<file path="config.mk">
export PLATFORM = sky130hd
export DESIGN_NAME = mem_access
export DESIGN_NICKNAME = d
export VERILOG_FILES = /design/src/rtl/mem_pkg.sv /design/src/rtl/load_align.sv /design/src/rtl/mem_access.sv
export SDC_FILE = /design/constraint.sdc
export NUM_CORES = 1
export LEC_CHECK = 0
export BUFFER_PORTS_ARGS = -buffer_cell sky130_fd_sc_hd__buf_2
export CORE_UTILIZATION = 43
export CTS_CLUSTER_DIAMETER = 80
export DETAILED_ROUTE_END_ITERATION = 8
export PLACE_DENSITY_LB_ADDON = 0.15
export SYNTH_ARGS = -nofsm -noshare
export SYNTH_HDL_FRONTEND = slang
export SYNTH_SLANG_ARGS = --single-unit
</file>
<file path="constraint.sdc">
create_clock -name clk -period 2.4 [get_ports clk]
set_input_delay 0.48 -clock clk [delete_from_list [all_inputs] [get_ports clk]]
set_output_delay 0.48 -clock clk [all_outputs]
set_load 0.005 [all_outputs]
</file>
<file path="src/rtl/mem_pkg.sv">
// Shared types and constants for the data-memory access stage.
// MMIO address constants are only consumed when MEM_MMIO_EN is defined.
package mem_pkg;

   typedef enum logic [1:0] {
      IDLE,
      RWAIT,
      DONE
   } state_t;

   localparam logic [2:0] F3_B  = 3'b000;
   localparam logic [2:0] F3_H  = 3'b001;
   localparam logic [2:0] F3_W  = 3'b010;
   localparam logic [2:0] F3_BU = 3'b100;
   localparam logic [2:0] F3_HU = 3'b101;

   localparam logic [31:0] MMIO_BASE = 32'hFFFF_FC00;
   localparam logic [31:0] MMIO_LED  = 32'hFFFF_FC60;
   localparam logic [31:0] MMIO_SW   = 32'hFFFF_FC70;

   // Halfwords need an even address, words need a 4-byte aligned address.
   function automatic logic isAligned(input logic [2:0] f3, input logic [1:0] off);
      case (f3)
         F3_H, F3_HU: isAligned = ~off[0];
         F3_W:        isAligned = (off == 2'b00);
         default:     isAligned = 1'b1;
      endcase
   endfunction

endpackage

</file>
<file path="src/rtl/load_align.sv">
// Extracts the addressed byte/halfword from a RAM word and sign- or zero-extends it.
module load_align
   import mem_pkg::*;
(
   input  logic [31:0] word_i,
   input  logic [1:0]  offset_i,
   input  logic [2:0]  funct3_i,
   output logic [31:0] data_o
);

   logic [7:0]  byteSel;
   logic [15:0] halfSel;

   always_comb begin
      case (offset_i)
         2'd0:    byteSel = word_i[7:0];
         2'd1:    byteSel = word_i[15:8];
         2'd2:    byteSel = word_i[23:16];
         default: byteSel = word_i[31:24];
      endcase
      halfSel = offset_i[1] ? word_i[31:16] : word_i[15:0];

      case (funct3_i)
         F3_B:    data_o = {{24{byteSel[7]}}, byteSel};
         F3_BU:   data_o = {24'h0, byteSel};
         F3_H:    data_o = {{16{halfSel[15]}}, halfSel};
         F3_HU:   data_o = {16'h0, halfSel};
         F3_W:    data_o = word_i;
         default: data_o = 32'h0;
      endcase
   end

endmodule

</file>
<file path="src/rtl/mem_access.sv">
// Data-memory access stage: byte-lane stores in one cycle, loads via IDLE/RWAIT/DONE with stall.
// Optional memory-mapped LED/switch ports are enabled with the MEM_MMIO_EN macro.
module mem_access
   import mem_pkg::*;
#(
   parameter int ADDR_W = 14
) (
   input  logic              clk,
   input  logic              rst,
   input  logic              MemRead,
   input  logic              MemWrite,
   input  logic [2:0]        funct3,
   input  logic [31:0]       ALUResult,
   input  logic [31:0]       ReadData2,
   output logic [31:0]       ReadData,
   output logic              stall,
   output logic              mem_err,
   output logic              ram_en,
   output logic [3:0]        ram_we,
   output logic [ADDR_W-1:0] ram_addr,
   output logic [31:0]       ram_din,
   input  logic [31:0]       ram_dout
`ifdef MEM_MMIO_EN
   ,
   input  logic [15:0]       io_sw,
   output logic [15:0]       io_led
`endif
);

   state_t      state_q, state_d;
   logic [2:0]  funct3_q, funct3_d;
   logic [1:0]  offset_q, offset_d;
   logic [31:0] readData_q, readData_d;
   logic [31:0] alignedData;
   logic [3:0]  storeMask;
   logic        loadF3Ok, storeF3Ok, accessErr, loadGo, storeGo;
   logic        isMmio, useMmioData;
   logic [31:0] mmioData;
   logic        unusedAddrBits;

   assign unusedAddrBits = ^ALUResult[31:ADDR_W+2];

   assign ram_addr = ALUResult[ADDR_W+1:2];
   assign ReadData = readData_q;

   assign loadF3Ok  = (funct3 == F3_B) || (funct3 == F3_H) || (funct3 == F3_W) ||
                      (funct3 == F3_BU) || (funct3 == F3_HU);
   assign storeF3Ok = (funct3 == F3_B) || (funct3 == F3_H) || (funct3 == F3_W);

   assign accessErr = (MemRead & MemWrite) |
                      (MemRead & ~(loadF3Ok & isAligned(funct3, ALUResult[1:0]))) |
                      (MemWrite & ~(storeF3Ok & isAligned(funct3, ALUResult[1:0])));
   assign loadGo  = MemRead & ~accessErr;
   assign storeGo = MemWrite & ~accessErr;

   load_align u_loadAlign (
      .word_i   (ram_dout),
      .offset_i (offset_q),
      .funct3_i (funct3_q),
      .data_o   (alignedData)
   );

   // Lane enables and replicated write data; ram_din is only meaningful when a lane is enabled.
   always_comb begin
      case (funct3)
         F3_B: begin
            storeMask = 4'b0001 << ALUResult[1:0];
            ram_din   = {4{ReadData2[7:0]}};
         end
         F3_H: begin
            storeMask = ALUResult[1] ? 4'b1100 : 4'b0011;
            ram_din   = {2{ReadData2[15:0]}};
         end
         default: begin
            storeMask = 4'b1111;
            ram_din   = ReadData2;
         end
      endcase
   end

`ifdef MEM_MMIO_EN
   logic        mmioRd_q, swSel_q;
   logic [15:0] ioLed_q;

   assign isMmio      = (ALUResult >= MMIO_BASE);
   assign useMmioData = mmioRd_q;
   assign mmioData    = swSel_q ? {16'h0, io_sw} : 32'h0;
   assign io_led      = ioLed_q;

   // Remember whether the pending load targets MMIO, and latch LED writes.
   always_ff @(posedge clk) begin
      if (rst) begin
         mmioRd_q <= 1'b0;
         swSel_q  <= 1'b0;
         ioLed_q  <= 16'h0;
      end else if (state_q == IDLE) begin
         if (loadGo) begin
            mmioRd_q <= isMmio;
            swSel_q  <= (ALUResult == MMIO_SW) && ((funct3 == F3_W) || (funct3 == F3_HU));
         end
         if (storeGo && (ALUResult == MMIO_LED) && ((funct3 == F3_W) || (funct3 == F3_H))) begin
            ioLed_q <= ReadData2[15:0];
         end
      end
   end
`else
   assign isMmio      = 1'b0;
   assign useMmioData = 1'b0;
   assign mmioData    = 32'h0;
`endif

   always_ff @(posedge clk) begin
      if (rst) begin
         state_q    <= IDLE;
         funct3_q   <= F3_B;
         offset_q   <= 2'b00;
         readData_q <= 32'h0;
      end else begin
         state_q    <= state_d;
         funct3_q   <= funct3_d;
         offset_q   <= offset_d;
         readData_q <= readData_d;
      end
   end

   // Reset overrides every RAM-facing and pipeline-facing control at the end.
   always_comb begin
      state_d    = state_q;
      funct3_d   = funct3_q;
      offset_d   = offset_q;
      readData_d = readData_q;
      stall      = 1'b0;
      mem_err    = 1'b0;
      ram_en     = 1'b0;
      ram_we     = 4'b0000;

      case (state_q)
         IDLE: begin
            mem_err = accessErr;
            if (loadGo) begin
               ram_en   = ~isMmio;
               stall    = 1'b1;
               funct3_d = funct3;
               offset_d = ALUResult[1:0];
               state_d  = RWAIT;
            end else if (storeGo) begin
               ram_en = ~isMmio;
               ram_we = isMmio ? 4'b0000 : storeMask;
            end
         end
         RWAIT: begin
            stall      = 1'b1;
            readData_d = useMmioData ? mmioData : alignedData;
            state_d    = DONE;
         end
         DONE: begin
            state_d = IDLE;
         end
         default: begin
            state_d = IDLE;
         end
      endcase

      if (rst) begin
         stall   = 1'b0;
         mem_err = 1'b0;
         ram_en  = 1'b0;
         ram_we  = 4'b0000;
      end
   end

endmodule

</file>
# After elaboration in Yosys (flattened, before gate mapping)
# Index checks and enable logic that the tools add are counted.
# classes
n_bitwise	13
n_eq_ne	12
n_mux	22
shift	1
n_reduce_logical	11
# ops
op	n
$pmux 32 s5	1
$pmux 32 s2	1
$pmux 8 s3	1
$mux 4	5
$mux 16	1
$eq 3x3->1 const B	4
$mux 1	8
$pmux 4 s2	1
$and 1x1->1	7
$eq 3x1->1 const B	2
$eq 3x2->1 const B	2
$logic_not 2->1	3
$logic_not 3->1	2
$eq 2x1->1 const B	2
$logic_or 1x1->1	4
$not 1->1	4
$pmux 1 s2	2
$pmux 2 s2	1
$shl 1x2->4 const A	1
$eq 2x2->1 const B	1
$mux 2	1
$ne 2x2->1 const B	1
$or 1x1->1	2
$reduce_and 2->1	1
$reduce_or 2->1	1
# totals
ff_bits	39
wordCells	63
input_bits	103
out_inout_bits	85

# Logic depth before layout (Yosys ltp)
# Gate-level depths: netlist of the first run.
# depth
depth_word	16
depth_mapped	7
ltp_nobuf	4

# Modules after synthesis
# From an unflattened synthesis of the first run, not the netlist that was laid out.
# unflattened
cells_unflattened	398
area_unflattened_um2	3151.8
# by_module_without_submodules
module	seq_area_each_um2	cells_per_inst	area_each_um2	n_inst
mem_access	780.7	264	2080.7	1
load_align	0.0	134	1071.0	1

# Least setup slack after synthesis of the first run
# No wires, ideal clock.
# synth_path
path_type	input port to output port
startpoint	input port funct3[2]
endpoint	output port ram_din[24]
arrival_ns	1.594
stages	5
n_path_buf	2
slack_ns	0.326
path_cell_list	clkbuf_1 nor2_1 clkbuf_1 nor2_1 a21oi_1
# synth_via
elab_chain_len	2
elab_cells_between_ends	3
# synth_lines
item	line	rtl
start, declared	mem_access.sv:12	input logic [2:0] funct3,
$eq 3x1->1 / $logic_not 3->1 (equally long branches)	mem_access.sv:65	case (funct3)
$pmux 32 s2 (*)	mem_access.sv:65	
end, declared	mem_access.sv:21	output logic [31:0] ram_din,
# Every way passes the cells marked *; elsewhere a longest branch is shown, timed or not.

# Worst setup path after layout of the first run
# layout_path
startpoint	input port ALUResult[1]
endpoint	output port ram_en
# layout_via
elab_chain_len	13
elab_cells_between_ends	17
# layout_lines
item	line	rtl
start, declared	mem_access.sv:13	input logic [31:0] ALUResult,
$logic_not 2->1 (*)	mem_pkg.sv:25	F3_W: isAligned = (off == 2'b00);
$pmux 1 s2 (*)	mem_pkg.sv:23	case (f3)
$and 1x1->1	mem_access.sv:51	(MemRead & ~(loadF3Ok & isAligned(funct3, ALUResult[1:0]))) |
$not 1->1	mem_access.sv:51	
$and 1x1->1	mem_access.sv:51	
$or 1x1->1	mem_access.sv:50	assign accessErr = (MemRead & MemWrite) |
$or 1x1->1 (*)	mem_access.sv:51	
$not 1->1 (*)	mem_access.sv:53, mem_access.sv:54	
$and 1x1->1	mem_access.sv:54	assign storeGo = MemWrite & ~accessErr;
$mux 1	mem_access.sv:146	end else if (storeGo) begin
$mux 1 (*)	mem_access.sv:140	if (loadGo) begin
$mux 1 (*)	mem_access.sv:137	case (state_q)
$mux 1 (*)	mem_access.sv:164	if (rst) begin
end, declared	mem_access.sv:18	output logic ram_en,
# Marks and branches as above.

==> results of run 1 <==
[logic make-up (layout without fill, tap and decap cells)]
group	Yosys count	after routing	share of synthesized area
simple gates	74	74	0.114
mux	40	40	0.181
compound gates	98	98	0.284
flops	39	39	0.266
buf+inv	56	170	0.155
[cells in the final DEF (no fill, tap or decap), types with 6 or more instances in the layout]
| cell | n |
|---|---|
| clkbuf_8 | 7 |
| mux2_2 | 16 |
| a22oi_1 | 16 |
| buf_2 | 143 |
| mux2i_1 | 16 |
| a222oi_1 | 14 |
| a221oi_1 | 20 |
| dfxtp_1 | 39 |
| nand2_1 | 41 |
| o21ai_0 | 6 |
| buf_4 | 13 |
| a21oi_1 | 17 |
| nor2_1 | 17 |
| a221oi_2 | 10 |
[power breakdown]
part | total, mW | internal, mW | switching (mW) | leakage, nW
clock network | 0.508 | 0.262 | 0.246 | 0.0505
logic | 0.378 | 0.180 | 0.198 | 1.17
registers | 0.672 | 0.659 | 0.0134 | 0.315
[worst paths after layout]
path                              startpoint      endpoint  slack (ns)  cells past startpoint
worst max register to register    state_q[1]  ReadData[15]        0.65                      4
worst min register to register   ReadData[6]   ReadData[6]        0.46                      2
worst min-delay path             ReadData[6]   ReadData[6]        0.46                      2
worst max-delay path            ALUResult[1]        ram_en        0.30                      5
[stage by stage]
step / total power [mW] / area [sq um] / cells / hold WS [ns] / utilization
global placement: 1.06 / 3430 / 490 / 0.442 / 0.531
global route: 1.63 / 3530 / 498 / 0.483 / 0.547
detailed placement: 1.07 / 3430 / 490 / 0.453 / 0.531
finish: 1.56 / 3530 / 498 / 0.458 / 0.547
floorplan: 0.935 / 2930 / 307 / 0.446 / -
CTS: 1.57 / 3530 / 498 / 0.464 / 0.547
[final cells by class]
class / count / area share
Multi-Input combinational cell: 212 / 0.481
Timing Repair Buffer: 157 / 0.236
Sequential cell: 39 / 0.221
Clock buffer: 7 / 0.0273
Tap cell: 77 / 0.0273
Inverter: 5 / 0.00531
Clock inverter: 1 / 0.00212
[flip-flops by register name, summed over array words and instances (netlist names)]
signal and flops:
state_q 2, ReadData 32, funct3_q 3, offset_q 2
[layer usage]
| metal | routed length, microns | track usage | vias up |
|---|---|---|---|
| met2 | 4100 | 0.394 | 149 |
| li1 | - | - | 1399 |
| met4 | 212 | 0.0924 | 0 |
| met3 | 678 | 0.0403 | 17 |
| met1 | 3310 | 0.286 | 1401 |
| met5 | 0 | 0 | - |
[critical path: cells and delay by family]
family                 cells  cell delay, ns
buffers and inverters      2            0.32
AOI/OAI and AO/OA          2            0.47
and+or+nand+nor            1            0.35
==> metrics.yaml, run 1 <==
route:
  final_antenna_net_count: 0
  avgRoutedWirePerCell_microns: 16.7
  firstDrtPassIters: 8
  drt_iter0_drc: 297
  route.detailed.drc: 18
  dr_total_vias: 2966
  routed_wl_microns: 8300
  viasPerCell: 5.96
global_routing:
  grt_pass1_vias: 2632
  grt_max_degree: 33
  grt.overflow.total: 0
  grt_first_pass_wirelength_microns: 13000
  globalRouteTotalUtil: 0.230
  antenna_found_initial: 0
sta:
  fin_crit_ns: 2.10
  max_freq_mhz: 476
  drv_slew: 0
  worst_pin_slew_ns: 0.646
  hold_violations: 0
  setup_viol_count_final: 0
  tns_ns: 0
  period_share: 0.875
  finalClockSkew_ns: 0.0104
  grt_setup_unrepaired: "false"
  finalWorstSetupSlack_ns: 0.301
  slew_headroom: 0.568
floorplan:
  die_h_microns: 84.6
  chipWidth_microns: 84.6
  initial_utilization: 0.454
  fp-row-count: 29
  dieArea_sq_um: 7150
  core_sq_um: 6460
  io_pins: 188
clock_network:
  post_cts_resized: 0
  cts-root-buf: "clkbuf_8"
  cts.clk_slew.worst_paths_ns: 0.07
  htreeDepth: 2
  cts_buffers: 5
  cts.hold.buffers_added: 0
  tritoncts: "yes"
  clk_latency_ns: 0.30
  post-cts-setup-buffers: 0
  cts_sinks: 39
  clockBufferDepth: 2
yosys:
  syn-num-nets: 410
  yosys_warnings: 0
  ys_top_cells_by_area: "dfxtp_1 (27%), buf_4 (6.1%), mux2_2 (6.1%), a221oi_1 (6.0%), clkbuf_8 (5.6%)"
  avgSynthCellArea_sq_um: 9.54
  synth-seq-cells: 39
  synth_area_sq_um: 2930
  ys_seq_area_frac: 0.266
  yosysTopAreaCellShare: 0.266
  async_flop_share: 0
  synth_edf_count: 0
  synthTopCellsByCount: "nand2_1 (41), dfxtp_1 (39), buf_4 (24), a221oi_1 (20), nor2_1 (18)"
  synth_top_cell_by_area: "dfxtp_1"
  synthCells: 307
  ys_types: 39
  yosysMostFrequentCell: "nand2_1"
  ys_dominant_reg_cell: "dfxtp_1"
placement:
  pre_cts_slack_ns: 0.306
  dp_hpwl_microns: 6230
  routabilityCongestion: 0.835
  numPortBuffers: 143
status:
  failed_checks: "design-rule violations"
  status: "finished with violations"
cells_and_area:
  multi_input_area_sq_um: 1700
  fillers: 632
  area_delta_synth_final_pct: 20.6
  nNetsFinal: 523
  drive_above_1_share: 0.485
  antenna_cells: 0
  regArea_sq_um: 781
critical_path:
  crit_path_start_kind: "input port"
  cp_common_cell: "buf_2"
  crit_type: "input port to output pin"
  slowest_stage: "nor4_1"
  worstPathCellList: "buf_2, nor4_1, o21ai_0, o41ai_1, buf_2"
  critPathCaptureType: "output pin"
  path_max_fanout: 7
  required_ns: 1.92
  worstPathArrival_ns: 1.62
  cpPeakStageDelay_ns: 0.35
hold_path:
  hp-class: "flip-flop to flip-flop"
flow_run:
  max_cap_violations: 0
pwr:
  vdd_drop_max_uv: 208
  p_leak_nw: 1.53
  p_per_area_nw_per_um2: 441
No activity file was read; power rests on OpenSTA's default activity.
==> run 2: changes to the inputs <==
--- a/config.mk
+++ b/config.mk
@@ -5,7 +5,7 @@
 export SDC_FILE = /design/constraint.sdc
 export NUM_CORES = 1
 export LEC_CHECK = 0
-export BUFFER_PORTS_ARGS = -buffer_cell sky130_fd_sc_hd__buf_2
+export BUFFER_PORTS_ARGS = -buffer_cell sky130_fd_sc_hd__buf_4
 export CORE_UTILIZATION = 43
 export CTS_CLUSTER_DIAMETER = 80
 export DETAILED_ROUTE_END_ITERATION = 8
==> constraint.sdc (replaced) <==
create_clock -name clk -period 2 [get_ports clk]
set_input_delay 0.4 -clock clk [delete_from_list [all_inputs] [get_ports clk]]
set_output_delay 0.4 -clock clk [all_outputs]
set_load 0.005 [all_outputs]
==> run 2 against run 1 <==
Effect of this change:
- the run still ends with design-rule violations left
- non-clock buffer count rose by 2
- die area did not move
- first-iteration DRC count fell by 14%
- critical endpoint is now ram_we[0]
- count of clock-buffer cells in the layout fell by 2
- worst hold slack got worse by 0.052 ns
- setup slack got worse by 0.18 ns
- largest power group unchanged
- clock power rose by 33%
==> metrics.yaml, run 2 (synthesized netlist as in run 1, its figures left out) <==
status:
  status: "finished with violations"
  failed_checks: "design-rule violations"
clock_network:
  tritoncts: "yes"
  clk_latency_ns: 0.30
  cts.clk_slew.worst_paths_ns: 0.08
  htreeDepth: 2
  cts_sinks: 39
  cts_buffers: 5
  post-cts-setup-buffers: 0
  cts-root-buf: "clkbuf_8"
  cts.hold.buffers_added: 0
  clockBufferDepth: 2
global_routing:
  met2_usage: 0.440
  globalRouteTotalUtil: 0.249
  grt_max_degree: 43
  grt_pass1_vias: 2858
  use_met3: 0.0492
  gr-max-usage-layer: "met2"
  grt.overflow.total: 0
  gr-usage-met1: 0.292
  antenna_found_initial: 0
  grt_first_pass_wirelength_microns: 14200
floorplan:
  core_sq_um: 6460
  io_pins: 188
  dieArea_sq_um: 7150
  fp-row-count: 29
  chipWidth_microns: 84.6
  initial_utilization: 0.454
  die_h_microns: 84.6
sta:
  tns_ns: 0
  slew_headroom: 0.568
  worst_pin_slew_ns: 0.645
  period_share: 0.939
  grt_setup_unrepaired: "false"
  max_freq_mhz: 532
  drv_slew: 0
  finalClockSkew_ns: 0.00955
  setup_viol_count_final: 0
  whs_ns: 0.406
  hold_violations: 0
  fin_crit_ns: 1.88
critical_path:
  worstPathArrival_ns: 1.48
  cp_top_family: "simple AND/OR/NAND/NOR gates"
  crit_type: "flip-flop to output pin"
  cp_num_buf_inv: 1
  path_max_fanout: 6
  cpPeakStageDelay_ns: 0.36
  slowest_stage: "dfxtp_1"
  required_ns: 1.60
  worstPathCellList: "nor3_1, nand3_2, a21oi_1, buf_4"
  critPathCaptureType: "output pin"
  crit_path_start_kind: "flip-flop"
placement:
  dp_hpwl_microns: 6710
  numPortBuffers: 143
  dp_cells: 492
  placed_area_sq_um: 3820
  routabilityCongestion: 0.859
cells_and_area:
  fin_area_sq_um: 3940
  nNetsFinal: 525
  final_core_util: 0.610
  fin_cells: 500
  drive_above_1_share: 0.494
  fillers: 579
  final_common_cell: "buf_4"
  antenna_cells: 0
  largest_reg_flops: 32
  multi_input_area_sq_um: 1710
  regArea_sq_um: 782
  area_delta_synth_final_pct: 34.5
  mostFrequentLayoutCells: "buf_4 (157), nand2_1 (41), dfxtp_1 (38)"
hold_path:
  hp-class: "input port to flip-flop"
pwr:
  p_leak_nw: 1.64
  p_int_mw: 1.45
  swShare: 0.281
  switching_power_uw: 569
  clkPwrFrac: 0.333
  pwr-share-comb: 0.268
  pwr-share-seq: 0.399
  vdd_drop_max_uv: 346
  p_per_area_nw_per_um2: 513
route:
  dr_total_vias: 2984
  route.detailed.drc: 9
  firstDrtPassIters: 9
  avgRoutedWirePerCell_microns: 17.9
  viasPerCell: 5.97
  drt_iter0_drc: 254
  final_antenna_net_count: 0
  routed_wl_microns: 8960
flow_run:
  max_cap_violations: 0
-- run 2: layout make-up --
cell class | count | share of cell area
Clock buffer | 5 | 0.0175
Clock inverter | 3 | 0.0111
Inverter | 5 | 0.00476
Multi-Input combinational cell | 212 | 0.435
Sequential cell | 39 | 0.198
Tap cell | 77 | 0.0244
Timing Repair Buffer | 159 | 0.309
-- run 2: per-stage QoR --
step / power [mW] / setup WS (ns)
global route: 2.11 / 0.00377
floorplan: 1.12 / 0.0858
global placement: 1.35 / 0.0745
finish: 2.02 / 0.122
CTS: 2.03 / 0.0432
detailed placement: 1.36 / 0.0839
-- run 2: final timing paths --
check	slack, ns	startpoint	cells after the start	to
setup / recovery	0.12	state_q[1]	4	ram_we[0]
setup reg to reg	0.17	offset_q[1]	5	ReadData[22]
hold reg to reg	0.46	ReadData[6]	2	ReadData[6]
hold / removal	0.41	ALUResult[1]	3	offset_q[1]
-- run 2: timing repair --
| item | in CTS | in global routing |
|---|---|---|
| resized for setup | 0 | 3 |
| endpoints found under the setup margin | 0 | 14 |
| endpoints found under the hold margin | 0 | 0 |
-- run 2: per-layer routing --
metal,part of all wire,vias up
met4,0.034,0
met5,0,-
met1,0.38,1405
met3,0.083,19
li1,-,1403
met2,0.50,157
-- run 2: power groups by stage --
stage	clock, mW	combinational, mW	sequential [mW]
floorplan	0	0.301	0.821
global placement	0	0.526	0.825
detailed placement	0	0.538	0.826
CTS	0.680	0.541	0.808
global route	0.715	0.584	0.811
finish	0.674	0.541	0.808
-- run 2: worst reg2reg max path: cells and delay by family, from the launching register on --
kind | cells | cell delay, ns
muxes | 1 | 0.11
buffers and inverters | 1 | 0.26
DFF | 1 | 0.42
AOI/OAI and AO/OA | 3 | 0.96
==> run 3: changes to the inputs <==
--- a/config.mk
+++ b/config.mk
@@ -9,7 +9,8 @@
 export CORE_UTILIZATION = 43
 export CTS_CLUSTER_DIAMETER = 80
 export DETAILED_ROUTE_END_ITERATION = 8
-export PLACE_DENSITY_LB_ADDON = 0.15
+export MAX_ROUTING_LAYER = met4
+export PLACE_DENSITY_LB_ADDON = 0.08
 export SYNTH_ARGS = -nofsm -noshare
 export SYNTH_HDL_FRONTEND = slang
 export SYNTH_SLANG_ARGS = --single-unit
==> run 3 against run 2 <==
Effect of this change:
- the run still ends with design-rule violations left
- power decreased by 6.8%
- count of clock-buffer cells in the layout up 2
- via count increased by 1.4%
- global-route usage is 0.073 points higher
- sequential share of layout area down 0.31 points
- maximum frequency decreased by 2.6%
- sequential power about the same
- register-to-register slack is essentially flat
- non-clock buffer count increased by 10
- die area unchanged
- largest power group unchanged
- highest routed layer unchanged
==> metrics.yaml, run 3 (synthesized netlist as in run 1, its figures left out) <==
placement:
  placed_area_sq_um: 3890
  dp_hpwl_microns: 6720
  numPortBuffers: 143
  routabilityCongestion: 0.790
status:
  status: "finished with violations"
  failed_checks: "design-rule violations"
sta:
  tns_ns: 0
  setup_viol_count_final: 0
  worst_pin_slew_ns: 0.653
  slew_headroom: 0.563
  hold_violations: 0
  drv_slew: 0
  period_share: 0.965
  finalClockSkew_ns: 0.00672
  max_freq_mhz: 518
  fin_crit_ns: 1.93
route:
  viasPerCell: 5.93
  drt_iter0_drc: 249
  firstDrtPassIters: 9
  avgRoutedWirePerCell_microns: 17.3
  routed_wl_microns: 8850
  route.detailed.drc: 18
  final_antenna_net_count: 0
  dr_total_vias: 3025
global_routing:
  met2_usage: 0.435
  gr-usage-met1: 0.282
  use_met3: 0.0433
  antenna_found_initial: 0
  grt_pass1_vias: 2791
  grt_max_degree: 41
  gr-max-usage-layer: "met2"
  grt_first_pass_wirelength_microns: 13800
  grt.overflow.total: 0
  globalRouteTotalUtil: 0.250
cells_and_area:
  largest_reg_flops: 32
  fin_area_sq_um: 4000
  area_delta_synth_final_pct: 36.6
  mostFrequentLayoutCells: "buf_4 (167), nand2_1 (41), dfxtp_1 (38)"
  nNetsFinal: 535
  drive_above_1_share: 0.506
  final_common_cell: "buf_4"
  antenna_cells: 0
floorplan:
  die_h_microns: 84.6
  dieArea_sq_um: 7150
  chipWidth_microns: 84.6
  initial_utilization: 0.454
  core_sq_um: 6460
  io_pins: 188
  fp-row-count: 29
critical_path:
  slowest_stage: "o22ai_1"
  crit_path_start_kind: "input port"
  cp_common_cell: "buf_4"
  worstPathArrival_ns: 1.53
  worstPathCellList: "buf_4, buf_4, o21a_1, o22ai_1, nand3_2, a21oi_1, buf_4"
  critPathCaptureType: "output pin"
  cpPeakStageDelay_ns: 0.22
  crit_type: "input port to output pin"
  required_ns: 1.60
  path_max_fanout: 6
clock_network:
  htreeDepth: 2
  post-cts-setup-buffers: 0
  cts.hold.buffers_added: 0
  tritoncts: "yes"
  clk_latency_ns: 0.29
  cts.clk_slew.worst_paths_ns: 0.07
  clockBufferDepth: 2
  cts-root-buf: "clkbuf_8"
  cts_sinks: 39
  cts_buffers: 5
pwr:
  vdd_drop_max_uv: 271
  p_per_area_nw_per_um2: 471
  p_leak_nw: 1.68
flow_run:
  max_cap_violations: 0
hold_path:
  hp-class: "input port to flip-flop"
run 3: cell types whose count changed in the layout (fill, tap and decap cells not counted), sizes merged:
cell,before,now
buf,159,169
clkinv,2,1
bufinv,1,0
clkbuf,5,7
run 3: timing repair:
item / CTS / global route
hold endpoints to repair: 0 / 0
cloned: 0 / 0
endpoints found under the setup margin: 1 / 11
gates resized for setup: 1 / 6
run 3: area by class of cell:
type,count,area (sq um)
fill,587,2450
multi-input combinational,212,1730
timing repair buffer,169,1290
sequential,39,782
tap,77,96.3
clock buffer,7,76.3
inverter,5,18.8
clock inverter,1,5.00
run 3: final timing paths:
path,depth (start not counted),start,endpoint,slack [ns]
min reg2reg,2,ReadData[6],ReadData[6],0.46
max,7,ALUResult[1],ram_we[0],0.07
max reg2reg,5,offset_q[1],ReadData[17],0.17
min,2,rst,state_q[0],0.30
run 3: report_power, final:
part	switching, mW	internal, mW
Sequential	0.0167	0.791
Clock	0.266	0.245
Combinational	0.255	0.313
run 3: layer usage:
metal / vias up / share of wire
met1: 1444 / 0.39
met3: 16 / 0.071
met4: 0 / 0.023
li1: 1430 / -
met5: - / 0
met2: 135 / 0.52
run 3: metrics by stage:
stage | hold slack (ns) | util | worst slack, ns | std cells | total power [mW]
floorplan | 0.446 | - | 0.0858 | 307 | 1.12
global placement | 0.446 | 0.602 | -0.0592 | 502 | 1.38
detailed placement | 0.449 | 0.602 | -0.0326 | 502 | 1.39
CTS | 0.297 | 0.616 | 0.0267 | 510 | 1.90
global route | 0.301 | 0.620 | -0.0112 | 510 | 1.98
finish | 0.303 | 0.620 | 0.0706 | 510 | 1.89
run 3: worst max-delay path, delay by kind of cell:
family / cells / cell delay (ns)
AOI/OAI and AO/OA: 3 / 0.56
buffers and inverters: 3 / 0.39
and+or+nand+nor: 1 / 0.18
